==> src/rtl/bt_uart_pkg.sv <==
`default_nettype none
// ============================================================================
// Module      : bt_uart_pkg
// Description : Shared types and default constants for the Bluetooth-link
//               UART receiver (bt_uart_rx) and its receive FIFO.
//               - bt_rx_state_t : receiver FSM state encoding
//               - BT_CLKS_PER_BIT / BT_FIFO_DEPTH : default configuration
// Revision    : 1.0 - initial release
// ============================================================================
package bt_uart_pkg;

    // 50 MHz sclk / 115200 baud
    localparam int BT_CLKS_PER_BIT = 434;
    localparam int BT_FIFO_DEPTH   = 16;

    typedef enum logic [2:0] {
        IDLE   = 3'd0,
        START  = 3'd1,
        DATA   = 3'd2,
        PARITY = 3'd3,
        STOP   = 3'd4
    } bt_rx_state_t;

endpackage : bt_uart_pkg
`default_nettype wire

==> src/rtl/bt_rx_fifo.sv <==
`default_nettype none
// ============================================================================
// Module      : bt_rx_fifo
// Description : Synchronous byte FIFO for the UART receive path.
//               Ports : CLK, RST_N (async active-low), PUSH, POP, DIN[7:0],
//                       DOUT[7:0] (head byte, 0 when empty), COUNT, EMPTY,
//                       FULL.
//               A POP on an empty FIFO is ignored. A PUSH while full is
//               accepted only if a POP frees a slot in the same cycle.
// Revision    : 1.0 - initial release
// ============================================================================
module bt_rx_fifo #(
    parameter int DEPTH = 16
) (
    input  logic                   CLK,
    input  logic                   RST_N,
    input  logic                   PUSH,
    input  logic                   POP,
    input  logic [7:0]             DIN,
    output logic [7:0]             DOUT,
    output logic [$clog2(DEPTH):0] COUNT,
    output logic                   EMPTY,
    output logic                   FULL
);

    localparam int              c_aw      = $clog2(DEPTH);
    localparam logic [c_aw:0]   c_depth   = (c_aw+1)'(DEPTH);
    localparam logic [c_aw:0]   c_cnt_one = (c_aw+1)'(1);
    localparam logic [c_aw-1:0] c_ptr_one = c_aw'(1);

    logic [7:0]      r_mem [DEPTH];
    logic [c_aw-1:0] r_wr_ptr;
    logic [c_aw-1:0] r_rd_ptr;
    logic [c_aw:0]   r_count;

    logic w_do_pop;
    logic w_do_push;

    assign EMPTY = (r_count == '0);
    assign FULL  = (r_count == c_depth);
    assign COUNT = r_count;
    assign DOUT  = EMPTY ? 8'h00 : r_mem[r_rd_ptr];

    // A simultaneous pop frees the slot the push needs, so a full FIFO
    // still accepts the new byte in that cycle.
    assign w_do_pop  = POP && !EMPTY;
    assign w_do_push = PUSH && (!FULL || w_do_pop);

    always_ff @(posedge CLK) begin
        if (w_do_push) begin
            r_mem[r_wr_ptr] <= DIN;
        end
    end

    always_ff @(posedge CLK or negedge RST_N) begin
        if (!RST_N) begin
            r_wr_ptr <= '0;
            r_rd_ptr <= '0;
            r_count  <= '0;
        end else begin
            if (w_do_push) begin
                r_wr_ptr <= r_wr_ptr + c_ptr_one;
            end
            if (w_do_pop) begin
                r_rd_ptr <= r_rd_ptr + c_ptr_one;
            end
            unique case ({w_do_push, w_do_pop})
                2'b10:   r_count <= r_count + c_cnt_one;
                2'b01:   r_count <= r_count - c_cnt_one;
                default: r_count <= r_count;
            endcase
        end
    end

endmodule : bt_rx_fifo
`default_nettype wire

==> src/rtl/bt_uart_rx.sv <==
`default_nettype none
// ============================================================================
// Module      : bt_uart_rx
// Description : UART receiver (8N1, or 8E1 with BT_UART_RX_PARITY_EN) with
//               receive FIFO for the Bluetooth serial link.
//               Ports : CLK, RST_N (async active-low), RX (async serial in),
//                       POP, CLR_ERR (one-cycle pulses), DATA_OUT[7:0],
//                       COUNT, EMPTY, FULL, OVERRUN, FRAME_ERR (sticky),
//                       INTR (one-cycle pulse per byte stored),
//                       PARITY_ERR (sticky, only with BT_UART_RX_PARITY_EN).
//               Optional macro : BT_UART_RX_PARITY_EN (even parity bit).
// Revision    : 1.0 - initial release
// ============================================================================
module bt_uart_rx
    import bt_uart_pkg::*;
#(
    parameter int CLKS_PER_BIT = BT_CLKS_PER_BIT,
    parameter int DEPTH        = BT_FIFO_DEPTH
) (
    input  logic                   CLK,
    input  logic                   RST_N,
    input  logic                   RX,
    input  logic                   POP,
    input  logic                   CLR_ERR,
    output logic [7:0]             DATA_OUT,
    output logic [$clog2(DEPTH):0] COUNT,
    output logic                   EMPTY,
    output logic                   FULL,
    output logic                   OVERRUN,
    output logic                   FRAME_ERR,
    output logic                   INTR
`ifdef BT_UART_RX_PARITY_EN
    ,
    output logic                   PARITY_ERR
`endif
);

    localparam int                 c_cnt_w     = $clog2(CLKS_PER_BIT);
    localparam logic [c_cnt_w-1:0] c_half_last = c_cnt_w'(CLKS_PER_BIT / 2 - 1);
    localparam logic [c_cnt_w-1:0] c_bit_last  = c_cnt_w'(CLKS_PER_BIT - 1);
    localparam logic [c_cnt_w-1:0] c_cnt_one   = c_cnt_w'(1);

    // Synchronizer: meta -> sync, plus prev for falling-edge detection.
    logic r_rx_meta;
    logic r_rx_sync;
    logic r_rx_prev;

    bt_rx_state_t        r_state;
    logic [c_cnt_w-1:0]  r_cnt;
    logic [2:0]          r_bit_idx;
    logic [7:0]          r_shift;
    logic                r_intr;
    logic                r_overrun;
    logic                r_frame_err;

    logic w_bit_done;
    logic w_stop_sample;
    logic w_stop_ok;
    logic w_push;
    logic w_overrun_set;
    logic w_frame_set;

`ifdef BT_UART_RX_PARITY_EN
    logic r_par_bad;
    logic r_parity_err;
    logic w_parity_set;

    // Even parity: data bits plus parity bit must XOR to zero.
    assign w_parity_set = (r_state == PARITY) && w_bit_done &&
                          (^{r_shift, r_rx_sync});
    assign w_stop_ok    = w_stop_sample && r_rx_sync && !r_par_bad;
    assign PARITY_ERR   = r_parity_err;
`else
    assign w_stop_ok    = w_stop_sample && r_rx_sync;
`endif

    assign w_bit_done    = (r_cnt == c_bit_last);
    assign w_stop_sample = (r_state == STOP) && w_bit_done;
    assign w_frame_set   = w_stop_sample && !r_rx_sync;
    // A POP in the stop-sample cycle makes room, so the byte is kept.
    assign w_push        = w_stop_ok && (!FULL || POP);
    assign w_overrun_set = w_stop_ok && FULL && !POP;

    assign INTR      = r_intr;
    assign OVERRUN   = r_overrun;
    assign FRAME_ERR = r_frame_err;

    always_ff @(posedge CLK or negedge RST_N) begin
        if (!RST_N) begin
            r_rx_meta <= 1'b1;
            r_rx_sync <= 1'b1;
            r_rx_prev <= 1'b1;
        end else begin
            r_rx_meta <= RX;
            r_rx_sync <= r_rx_meta;
            r_rx_prev <= r_rx_sync;
        end
    end

    always_ff @(posedge CLK or negedge RST_N) begin
        if (!RST_N) begin
            r_state   <= IDLE;
            r_cnt     <= '0;
            r_bit_idx <= '0;
            r_shift   <= '0;
`ifdef BT_UART_RX_PARITY_EN
            r_par_bad <= 1'b0;
`endif
        end else begin
            unique case (r_state)
                IDLE: begin
                    // Edge-triggered so a held-low break cannot retrigger.
                    if (r_rx_prev && !r_rx_sync) begin
                        r_state <= START;
                        r_cnt   <= '0;
                    end
                end
                START: begin
                    if (r_cnt == c_half_last) begin
                        r_cnt <= '0;
                        if (!r_rx_sync) begin
                            r_state   <= DATA;
                            r_bit_idx <= '0;
`ifdef BT_UART_RX_PARITY_EN
                            r_par_bad <= 1'b0;
`endif
                        end else begin
                            r_state <= IDLE;
                        end
                    end else begin
                        r_cnt <= r_cnt + c_cnt_one;
                    end
                end
                DATA: begin
                    if (w_bit_done) begin
                        r_cnt   <= '0;
                        r_shift <= {r_rx_sync, r_shift[7:1]};
                        if (r_bit_idx == 3'd7) begin
`ifdef BT_UART_RX_PARITY_EN
                            r_state <= PARITY;
`else
                            r_state <= STOP;
`endif
                        end else begin
                            r_bit_idx <= r_bit_idx + 3'd1;
                        end
                    end else begin
                        r_cnt <= r_cnt + c_cnt_one;
                    end
                end
`ifdef BT_UART_RX_PARITY_EN
                PARITY: begin
                    if (w_bit_done) begin
                        r_cnt     <= '0;
                        r_par_bad <= w_parity_set;
                        r_state   <= STOP;
                    end else begin
                        r_cnt <= r_cnt + c_cnt_one;
                    end
                end
`endif
                STOP: begin
                    if (w_bit_done) begin
                        r_cnt   <= '0;
                        r_state <= IDLE;
                    end else begin
                        r_cnt <= r_cnt + c_cnt_one;
                    end
                end
                default: begin
                    r_state <= IDLE;
                    r_cnt   <= '0;
                end
            endcase
        end
    end

    // Sticky flags: a set in the same cycle as CLR_ERR takes priority.
    always_ff @(posedge CLK or negedge RST_N) begin
        if (!RST_N) begin
            r_intr       <= 1'b0;
            r_overrun    <= 1'b0;
            r_frame_err  <= 1'b0;
`ifdef BT_UART_RX_PARITY_EN
            r_parity_err <= 1'b0;
`endif
        end else begin
            r_intr <= w_push;
            if (w_overrun_set) begin
                r_overrun <= 1'b1;
            end else if (CLR_ERR) begin
                r_overrun <= 1'b0;
            end
            if (w_frame_set) begin
                r_frame_err <= 1'b1;
            end else if (CLR_ERR) begin
                r_frame_err <= 1'b0;
            end
`ifdef BT_UART_RX_PARITY_EN
            if (w_parity_set) begin
                r_parity_err <= 1'b1;
            end else if (CLR_ERR) begin
                r_parity_err <= 1'b0;
            end
`endif
        end
    end

    bt_rx_fifo #(
        .DEPTH (DEPTH)
    ) u_fifo (
        .CLK   (CLK),
        .RST_N (RST_N),
        .PUSH  (w_push),
        .POP   (POP),
        .DIN   (r_shift),
        .DOUT  (DATA_OUT),
        .COUNT (COUNT),
        .EMPTY (EMPTY),
        .FULL  (FULL)
    );

endmodule : bt_uart_rx
`default_nettype wire
==> config.mk <==
export PLATFORM = sky130hd
export DESIGN_NAME = bt_uart_rx
export DESIGN_NICKNAME = d
export VERILOG_FILES = /design/src/rtl/bt_uart_pkg.sv /design/src/rtl/bt_rx_fifo.sv /design/src/rtl/bt_uart_rx.sv
export SDC_FILE = /design/constraint.sdc
export NUM_CORES = 1
export LEC_CHECK = 0
export CORE_MARGIN = 3
export CORE_UTILIZATION = 66
export CTS_CLUSTER_DIAMETER = 120
export CTS_CLUSTER_SIZE = 24
export DETAILED_ROUTE_END_ITERATION = 10
export GPL_TIMING_DRIVEN = 0
export PLACE_DENSITY = 0.85
export SLEW_MARGIN = 20
export SYNTH_ARGS = -nofsm -noshare
export SYNTH_HDL_FRONTEND = slang
export SYNTH_SLANG_ARGS = --single-unit
==> constraint.sdc <==
create_clock -name CLK -period 7.3 [get_ports CLK]
set_input_delay 1.46 -clock CLK [delete_from_list [all_inputs] [get_ports CLK]]
set_output_delay 1.46 -clock CLK [all_outputs]
set_load 0.1 [all_outputs]
---- After elaboration in Yosys (flattened, before gate mapping) ----
Memories as Yosys holds them, arrays and structs flattened.
Index checks and enable logic that the tools add are counted.
Widths: inputs -> output; s select.
operators by class
  $add $sub $neg .......................... 6
  multiply operators ...................... 0
  div/mod/pow operators ................... 0
  $lt $le $gt $ge ......................... 0
  eq/ne operators ......................... 16
  shifts and indexed selects .............. 0
  muxes and demuxes ....................... 23
  bitwise logic cells ..................... 0
  reduce and logical (&&, ||, !) cells .... 25
operators by type and width
  cell                 count
  $mux 3               9
  $mux 9               3
  $pmux 9 s3           1
  $ne 2x2->1 const B   7
  $pmux 3 s4           1
  $pmux 5 s2           1
  $reduce_and 5->1     2
  $add 9x1->9 const B  1
  $eq 9x8->1 const B   1
  $eq 9x9->1 const B   1
  $logic_and 1x1->1    9
  $add 4x1->4 const B  2
  $mux 8               1
  $reduce_bool 2->1    4
  $eq 3x3->1 const B   2
  $pmux 3 s2           1
  $add 5x1->5 const B  1
  $eq 5x5->1 const B   1
  $logic_not 5->1      1
  $mux 1               5
  $sub 5x1->5 const B  1
  $logic_not 1->1      4
  $add 3x1->3 const B  1
  $eq 3x1->1 const B   1
  other kinds (8)      9
word-level totals
  bits in registers ....................... 42
  latch bits .............................. 0
  bits in writable memories ............... 128
  bits in read-only memories .............. 0
  input bits .............................. 5
  output and inout port bits .............. 18
  logic and storage cells ................. 84
  memories ................................ 1
memories
  memory        words  width  read ports  clocked after Yosys merged registers in  wr ports  RTL line          source
  u_fifo.r_mem  16     8      1           0                                        1         bt_rx_fifo.sv:31  logic [7:0] r_mem [DEPTH];

---- Logic depth before layout (Yosys ltp) ----
Gate-level depths: netlist of run 1.
  word-level depth ........................ 7
  mapped depth ............................ 16
  depth with buffers taken out ............ 13

---- Modules after synthesis ----
Synthesis of run 1 repeated with hierarchy kept, for this count alone.
unflattened totals
  cells, all modules ...................... 425
  area total of the unflattened synthesis .. 7297.0 um^2
modules (own cells, without submodules)
  module      instances  cells each  area each (um^2)  sequential area each (um^2)
  bt_rx_fifo  1          302         5878.1            4169.0
  bt_uart_rx  1          123         1418.9            729.4

---- Worst setup path after synthesis of run 1 ----
No wires, ideal clock.
  kind .................................... reg-to-output
  start ................................... reg u_fifo.r_count[2], in the netlist u_fifo.COUNT[2]
  end ..................................... out DATA_OUT[0]
  arrival time ............................ 3.142 ns
  data required time ...................... 5.840 ns
  path slack .............................. 2.698 ns
  stages on the path, launching flop included .. 7
  buffers on the path ..................... 2
  path through ............................ dfrtp_1 clkbuf_1 nor4_2 nand2_1 nand2b_1 buf_1 o22ai_1
between the ends
  word-level cells in the longest chain between the ends .. 2
RTL lines
  what                      RTL line          source
  start: declaration        bt_rx_fifo.sv:34  logic [c_aw:0] r_count;
  start signal: assignment  bt_rx_fifo.sv:68  2'b10: r_count <= r_count + c_cnt_one;
  start signal: assignment  bt_rx_fifo.sv:69  2'b01: r_count <= r_count - c_cnt_one;
  start signal: assignment  bt_rx_fifo.sv:70  default: r_count <= r_count;
  $logic_not 5->1           bt_rx_fifo.sv:39  assign EMPTY = (r_count == '0);
  $mux 8                    bt_rx_fifo.sv:42  assign DOUT = EMPTY ? 8'h00 : r_mem[r_rd_ptr];
  end: declaration          bt_uart_rx.sv:25  output logic [7:0] DATA_OUT,
Every way passes these cells.

---- Worst setup path in the final report of run 1 ----
  start ................................... reg u_fifo.r_rd_ptr[1]
  end ..................................... out DATA_OUT[5]
between the ends
  word-level cells in the longest chain between the ends .. 2
RTL lines
  what                      RTL line          source
  start: declaration        bt_rx_fifo.sv:33  logic [c_aw-1:0] r_rd_ptr;
  start signal: assignment  bt_rx_fifo.sv:65  r_rd_ptr <= r_rd_ptr + c_ptr_one;
  $mem_v2 16x8              --
  $mux 8                    bt_rx_fifo.sv:42
Every way passes these cells.

==> results.json, run 1 <==
{
  "fmax_ghz": 0.1927,
  "async_reset_ff_frac": 0.2471,
  "min_path_type": "flop to flop",
  "final_util": 0.7822,
  "switching_share": 0.3252,
  "vias": 3989,
  "critPathMaxFanout": 10,
  "syn_area_per_cell_um2": 17.02,
  "crit_path_start_kind": "flop",
  "clock-sinks": 170,
  "cts_tree": "yes",
  "grt_antenna_before_repair": 0,
  "wl_per_cell_um": 23.20,
  "synth.cell_area_um2": 7302,
  "chipWidth_um": 111.2,
  "status": "finished clean",
  "antennaDiodeCount": 0,
  "top_layer_used": "met4",
  "drt-met1-wl_um": 6000,
  "drv_slew": 0,
  "arrival_ns": 3.73,
  "gp_congestion": 0.8253,
  "wirelength_um": 14380,
  "htreeDepth": 4,
  "wl_met3_um": 832,
  "initial_core_util": 0.6918,
  "finalWorstSetupSlack_ns": 2.110,
  "critical_path_class": "flop to output pin",
  "p_clk_frac": 0.316,
  "p_sw_mw": 0.8292,
  "synth_flop_cell": "edfxtp_1",
  "viasPerCell": 6.434,
  "num-fill-cells": 586,
  "wl_met2_um": 7197,
  "pin_count": 23,
  "rsz0062_at_grt": "no",
  "clk_latency_ns": 0.53,
  "antenna_left": 0,
  "internal-power_mw": 1.721,
  "ys_types": 54,
  "place_ws_ns": 2.726,
  "cts_buffer_depth": 2,
  "ir_drop_mv": 0.3310,
  "drt-initial-drc-count": 310,
  "clockRootBuffer": "clkbuf_8",
  "grt_pass1_wl_um": 23320,
  "gr-total-overflow": 0,
  "fin_skew_ns": 0.007523,
  "ys_ff_latch": 170,
  "grt_pass1_vias": 4265,
  "fin_tns_setup_ns": 0,
  "drt_first_pass_iters": 5,
  "whs_ns": 0.3556,
  "max_cap_viol_count": 0,
  "fin_crit_sh": 0.7110,
  "fin_nets": 490,
  "drive_gt1_frac": 0.2314,
  "die_h_um": 111.2,
  "setup_violations": 0,
  "hold_viol_final": 0,
  "yosys_warnings": 0,
  "grt_max_degree": 31,
  "cts-resized-gates": 0,
  "slew_headroom": 0.3274,
  "post_cts_buffers": 0,
  "core-area_um2": 10560,
  "crit_required_ns": 5.84,
  "synth_nets": 448,
  "critPathSlowestCell": "clkdlybuf4s50_1",
  "place_inst": 588,
  "leakage_nw": 3.312,
  "track_usage": 0.2529,
  "worst_pin_slew_ns": 1.001,
  "cpPeakStageDelay_ns": 1.20,
  "dp_hpwl_um": 9230,
  "p_comb_frac": 0.246,
  "netlist_instances": 429,
  "synth-edff-count": 128,
  "fin_cells": 620,
  "crit_top_cell": "clkbuf_1",
  "seq_power_share": 0.438,
  "clk_pin_slew_worst_paths_ns": 0.07,
  "power_density_nw_per_um2": 308.9,
  "hold_buffers": 0,
  "period_needed_ns": 5.190,
  "seq_area_frac_synth": 0.6708,
  "fp-row-count": 37,
  "io_buffer_count": 22,
  "path_cells": "clkbuf_1 > clkbuf_1 > mux4_2 > mux2i_1 > o22ai_1 > clkdlybuf4s50_1",
  "endpoint_kind": "output pin",
  "fp.dieArea_um2": 12360,
  "cts_buffers": 17,
  "area_delta_synth_final_pct": 13.07,
  "drc": 0
}
[Yosys cell counts, drive strengths merged (5+ instances only)]
library cell / number / area, µm²
a21oi: 6 / 30.03
and4b: 5 / 50.05
buf: 13 / 85.08
clkbuf: 9 / 33.78
dfrtp: 39 / 975.9
edfxtp: 128 / 3844
ha: 14 / 175.2
inv: 12 / 45.04
mux2: 12 / 135.1
mux2i: 16 / 160.2
mux4: 32 / 720.7
nand2: 22 / 82.58
nand3: 5 / 25.02
nor2: 10 / 37.54
nor3: 5 / 25.02
nor4: 5 / 73.82
o21ai: 13 / 65.06
o22ai: 10 / 62.56
xnor2: 9 / 78.83
xor2: 5 / 43.79
[sequential cells by signal, summed over array words and instances (netlist names), 3 cells and up]
name	count
u_fifo.r_wr_ptr	4
u_fifo.r_rd_ptr	4
r_state	3
u_fifo.r_mem	128
r_cnt	9
r_bit_idx	3
u_fifo.COUNT	5
r_shift	8
[cells by family after synthesis]
| group | Yosys count | share of synthesized area |
|---|---|---|
| AOI/OAI and AO/OA | 46 | 0.04078 |
| xor gates and xnor gates | 14 | 0.01679 |
| adders and majority gates | 14 | 0.02399 |
| buffers and inverters | 34 | 0.02245 |
| DFF | 170 | 0.6708 |
| muxes | 60 | 0.1391 |
| and+or+nand+nor | 91 | 0.08602 |
[worst max-delay path: cells and delay by family, from the launching register on]
family,cells,cell delay [ns]
buffers and inverters,3,2.07
AO/OA/AOI/OAI,1,0.29
flip-flops,1,0.36
multiplexers,2,0.48
[power groups by stage]
stage	clock (mW)	combinational [mW]	sequential, mW
finish	0.806	0.627	1.12
global route	0.854	0.673	1.12
CTS	0.814	0.630	1.12
detailed placement	0	0.623	1.14
global placement	0	0.608	1.13
floorplan	0	0.387	1.23
[layer usage]
layer | GRT usage | up-vias
li1 | - | 1779
met5 | 0 | -
met4 | 0.1152 | 0
met2 | 0.3924 | 145
met1 | 0.3459 | 2037
met3 | 0.05950 | 28
[area by class of cell]
class / count / area [µm²] / area share
buffer: 22 / 118.9 / 0.01440
timing repair buffer: 23 / 235.2 / 0.02849
sequential: 170 / 4898 / 0.5933
tap: 136 / 170.2 / 0.02061
clock inverter: 15 / 115.1 / 0.01394
inverter: 12 / 45.04 / 0.005455
multi-input combinational: 225 / 2260 / 0.2737
clock buffer: 17 / 414.1 / 0.05016
[per-stage QoR]
| step | area (µm²) | power (mW) |
|---|---|---|
| finish | 8257 | 2.550 |
| global route | 8257 | 2.652 |
| CTS | 8257 | 2.560 |
| detailed placement | 7727 | 1.759 |
| global placement | 7692 | 1.741 |
| floorplan | 7302 | 1.615 |
[worst paths after layout]
kind / start / slack (ns) / endpoint / cells after the start
max: u_fifo.r_rd_ptr[1] / 2.11 / DATA_OUT[5] / 6
min: r_rx_meta / 0.36 / r_rx_sync / 0
max reg2reg: r_cnt[1] / 3.71 / u_fifo.COUNT[4] / 16
min reg2reg: r_rx_meta / 0.36 / r_rx_sync / 0
max in group asynchronous: RST_N / 5.95 / r_rx_prev / 2
min in group asynchronous: RST_N / 0.82 / r_cnt[4] / 1
[cells in the final DEF (no fill, tap or decap), types with 10 or more instances in the layout]
cell type,n
nand2_1,22
mux4_2,32
dfrtp_1,39
nor2_1,10
inv_1,12
ha_1,14
edfxtp_1,128
mux2_2,12
o21ai_0,13
o22ai_1,10
clkbuf_16,16
clkdlybuf4s50_1,21
mux2i_1,16
(Power assumes the default switching activity.)
==> inputs of run 2 (changes only) <==
--- a/config.mk
+++ b/config.mk
@@ -6,12 +6,12 @@
 export NUM_CORES = 1
 export LEC_CHECK = 0
 export CORE_MARGIN = 3
-export CORE_UTILIZATION = 66
+export CORE_UTILIZATION = 55
 export CTS_CLUSTER_DIAMETER = 120
 export CTS_CLUSTER_SIZE = 24
 export DETAILED_ROUTE_END_ITERATION = 10
 export GPL_TIMING_DRIVEN = 0
-export PLACE_DENSITY = 0.85
+export PLACE_DENSITY = 0.75
 export SLEW_MARGIN = 20
 export SYNTH_ARGS = -nofsm -noshare
 export SYNTH_HDL_FRONTEND = slang
==> constraint.sdc (replaced) <==
create_clock -name CLK -period 4.4 [get_ports CLK]
set_input_delay 0.88 -clock CLK [delete_from_list [all_inputs] [get_ports CLK]]
set_output_delay 0.88 -clock CLK [all_outputs]
set_load 0.1 [all_outputs]
==> run 2 against run 1 <==
  * Cell count rose by 5.8%
  * Clock power rose by 69%
  * Final area rose by 0.68%
  * Die area rose by 19%
  * Clock skew fell by 0.0015 ns
==> results.json, run 2 (synthesized netlist as in run 1, its figures left out) <==
{
  "status": "finished clean",
  "drive_gt1_frac": 0.2252,
  "track_usage": 0.2113,
  "reg_top3": "u_fifo.r_mem x128, r_cnt x9, r_shift x8",
  "min_path_type": "flop to flop",
  "grt_antenna_before_repair": 0,
  "io_buffer_count": 22,
  "hold_viol_final": 0,
  "max_cap_viol_count": 0,
  "dp_hpwl_um": 8903,
  "drt-initial-drc-count": 332,
  "finalWorstSetupSlack_ns": 0.2418,
  "critPathMaxFanout": 10,
  "crit_required_ns": 3.52,
  "arrival_ns": 3.28,
  "initial_core_util": 0.5694,
  "fin_tns_setup_ns": 0,
  "grt_max_degree": 29,
  "drc": 0,
  "antenna_left": 0,
  "worst_pin_slew_ns": 0.9771,
  "slew_headroom": 0.3476,
  "largest_register_ffs": 128,
  "post_cts_buffers": 0,
  "wl_per_cell_um": 21.40,
  "clk_pin_slew_worst_paths_ns": 0.06,
  "antennaDiodeCount": 0,
  "drt_first_pass_iters": 5,
  "fin_skew_ns": 0.006016,
  "fin_nets": 490,
  "fin_crit_sh": 0.9450,
  "leakage_nw": 3.409,
  "cts_buffers": 17,
  "num-fill-cells": 902,
  "whs_ns": 0.3565,
  "setup_violations": 0,
  "p_clk_frac": 0.320,
  "critical_path_class": "flop to output pin",
  "layout_commonest_cell": "edfxtp_1",
  "place_ws_ns": 0.3005,
  "grt_pass1_vias": 4006,
  "rsz0062_at_grt": "no",
  "grt_pass1_wl_um": 22870,
  "pin_count": 23,
  "drv_slew": 0,
  "clk_latency_ns": 0.42,
  "final_cell_mix": "edfxtp_1 (128), dfrtp_1 (39), mux4_2 (32), nand2_1 (22), clkbuf_16 (17)",
  "ir_drop_mv": 0.4688,
  "endpoint_kind": "output pin",
  "viasPerCell": 5.945,
  "cts_buffer_depth": 2,
  "vias": 3900,
  "period_needed_ns": 4.158,
  "switching_share": 0.3114,
  "regMostFlops": "u_fifo.r_mem",
  "fp-row-count": 41,
  "die_h_um": 121.2,
  "internal-power_mw": 2.919,
  "crit_path_start_kind": "flop",
  "htreeDepth": 4,
  "seq_power_share": 0.437,
  "p_sw_mw": 1.320,
  "area_delta_synth_final_pct": 13.85,
  "hold_buffers": 0,
  "wirelength_um": 14040,
  "fmax_ghz": 0.2405,
  "gp_congestion": 0.8155,
  "p_comb_frac": 0.243,
  "chipWidth_um": 121.2,
  "fp.dieArea_um2": 14700,
  "gr-total-overflow": 0,
  "clockRootBuffer": "clkbuf_16",
  "reg2reg_depth": 16,
  "cts_tree": "yes",
  "core-area_um2": 12820,
  "clock-sinks": 170,
  "hold_depth": 0,
  "power_density_nw_per_um2": 510.0
}
run 2: critical path, cell delays in order, from the launching register on:
cell and delay (ns):
dfrtp_1 0.35, clkbuf_1 0.35, clkbuf_1 0.57, mux4_2 0.33, mux2i_1 0.10, o22ai_1 0.26
dlygate4sd2_1 0.89
run 2: metrics by stage:
step                instance area, µm²  power [mW]  utilization  std cells
floorplan                         7302       2.679            -        429
detailed placement                7772       2.924       0.6060        624
global placement                  7737       2.898       0.6033        623
finish                            8313       4.239       0.6482        656
global route                      8313       4.440       0.6482        656
CTS                               8303       4.276       0.6474        656
run 2: path summary, 6_finish.rpt:
kind | start | to | slack [ns]
max reg2reg | r_cnt[1] | u_fifo.COUNT[4] | 0.92
min | r_rx_meta | r_rx_sync | 0.36
max in group asynchronous | RST_N | r_rx_sync | 3.48
min in group asynchronous | RST_N | r_cnt[0] | 0.37
min reg2reg | r_rx_meta | r_rx_sync | 0.36
max | u_fifo.r_rd_ptr[1] | DATA_OUT[0] | 0.24
run 2: power by group through the flow:
stage	Combinational (mW)	Sequential [mW]	Clock, mW
after global routing	1.12	1.87	1.45
after global placement	1.02	1.88	0
after detailed placement	1.04	1.88	0
final	1.03	1.85	1.36
after CTS	1.04	1.85	1.38
after floorplan	0.642	2.04	0
run 2: what timing repair did:
action                                  CTS  global route
hold endpoints to repair                  0             0
gates resized for setup                   4             4
endpoints found under the setup margin    4             4
run 2: final cells by class:
type | count | area (µm²) | area share
Clock buffer | 18 | 429.2 | 0.05163
Tap cell | 172 | 215.2 | 0.02589
Inverter | 12 | 45.04 | 0.005418
Clock inverter | 14 | 106.4 | 0.01279
Buffer | 22 | 118.9 | 0.01430
Timing Repair Buffer | 23 | 240.2 | 0.02890
Sequential cell | 170 | 4898 | 0.5893
Multi-Input combinational cell | 225 | 2260 | 0.2718
run 2: per-layer routing:
layer  vias to the layer above  global-route usage  routed length (µm)
li1                       1778                   -                   -
met1                      1990              0.2963                6156
met2                       113              0.3289                6966
met3                        19             0.05315                 702
met4                         0             0.07073                 210
met5                         -                   0                   0
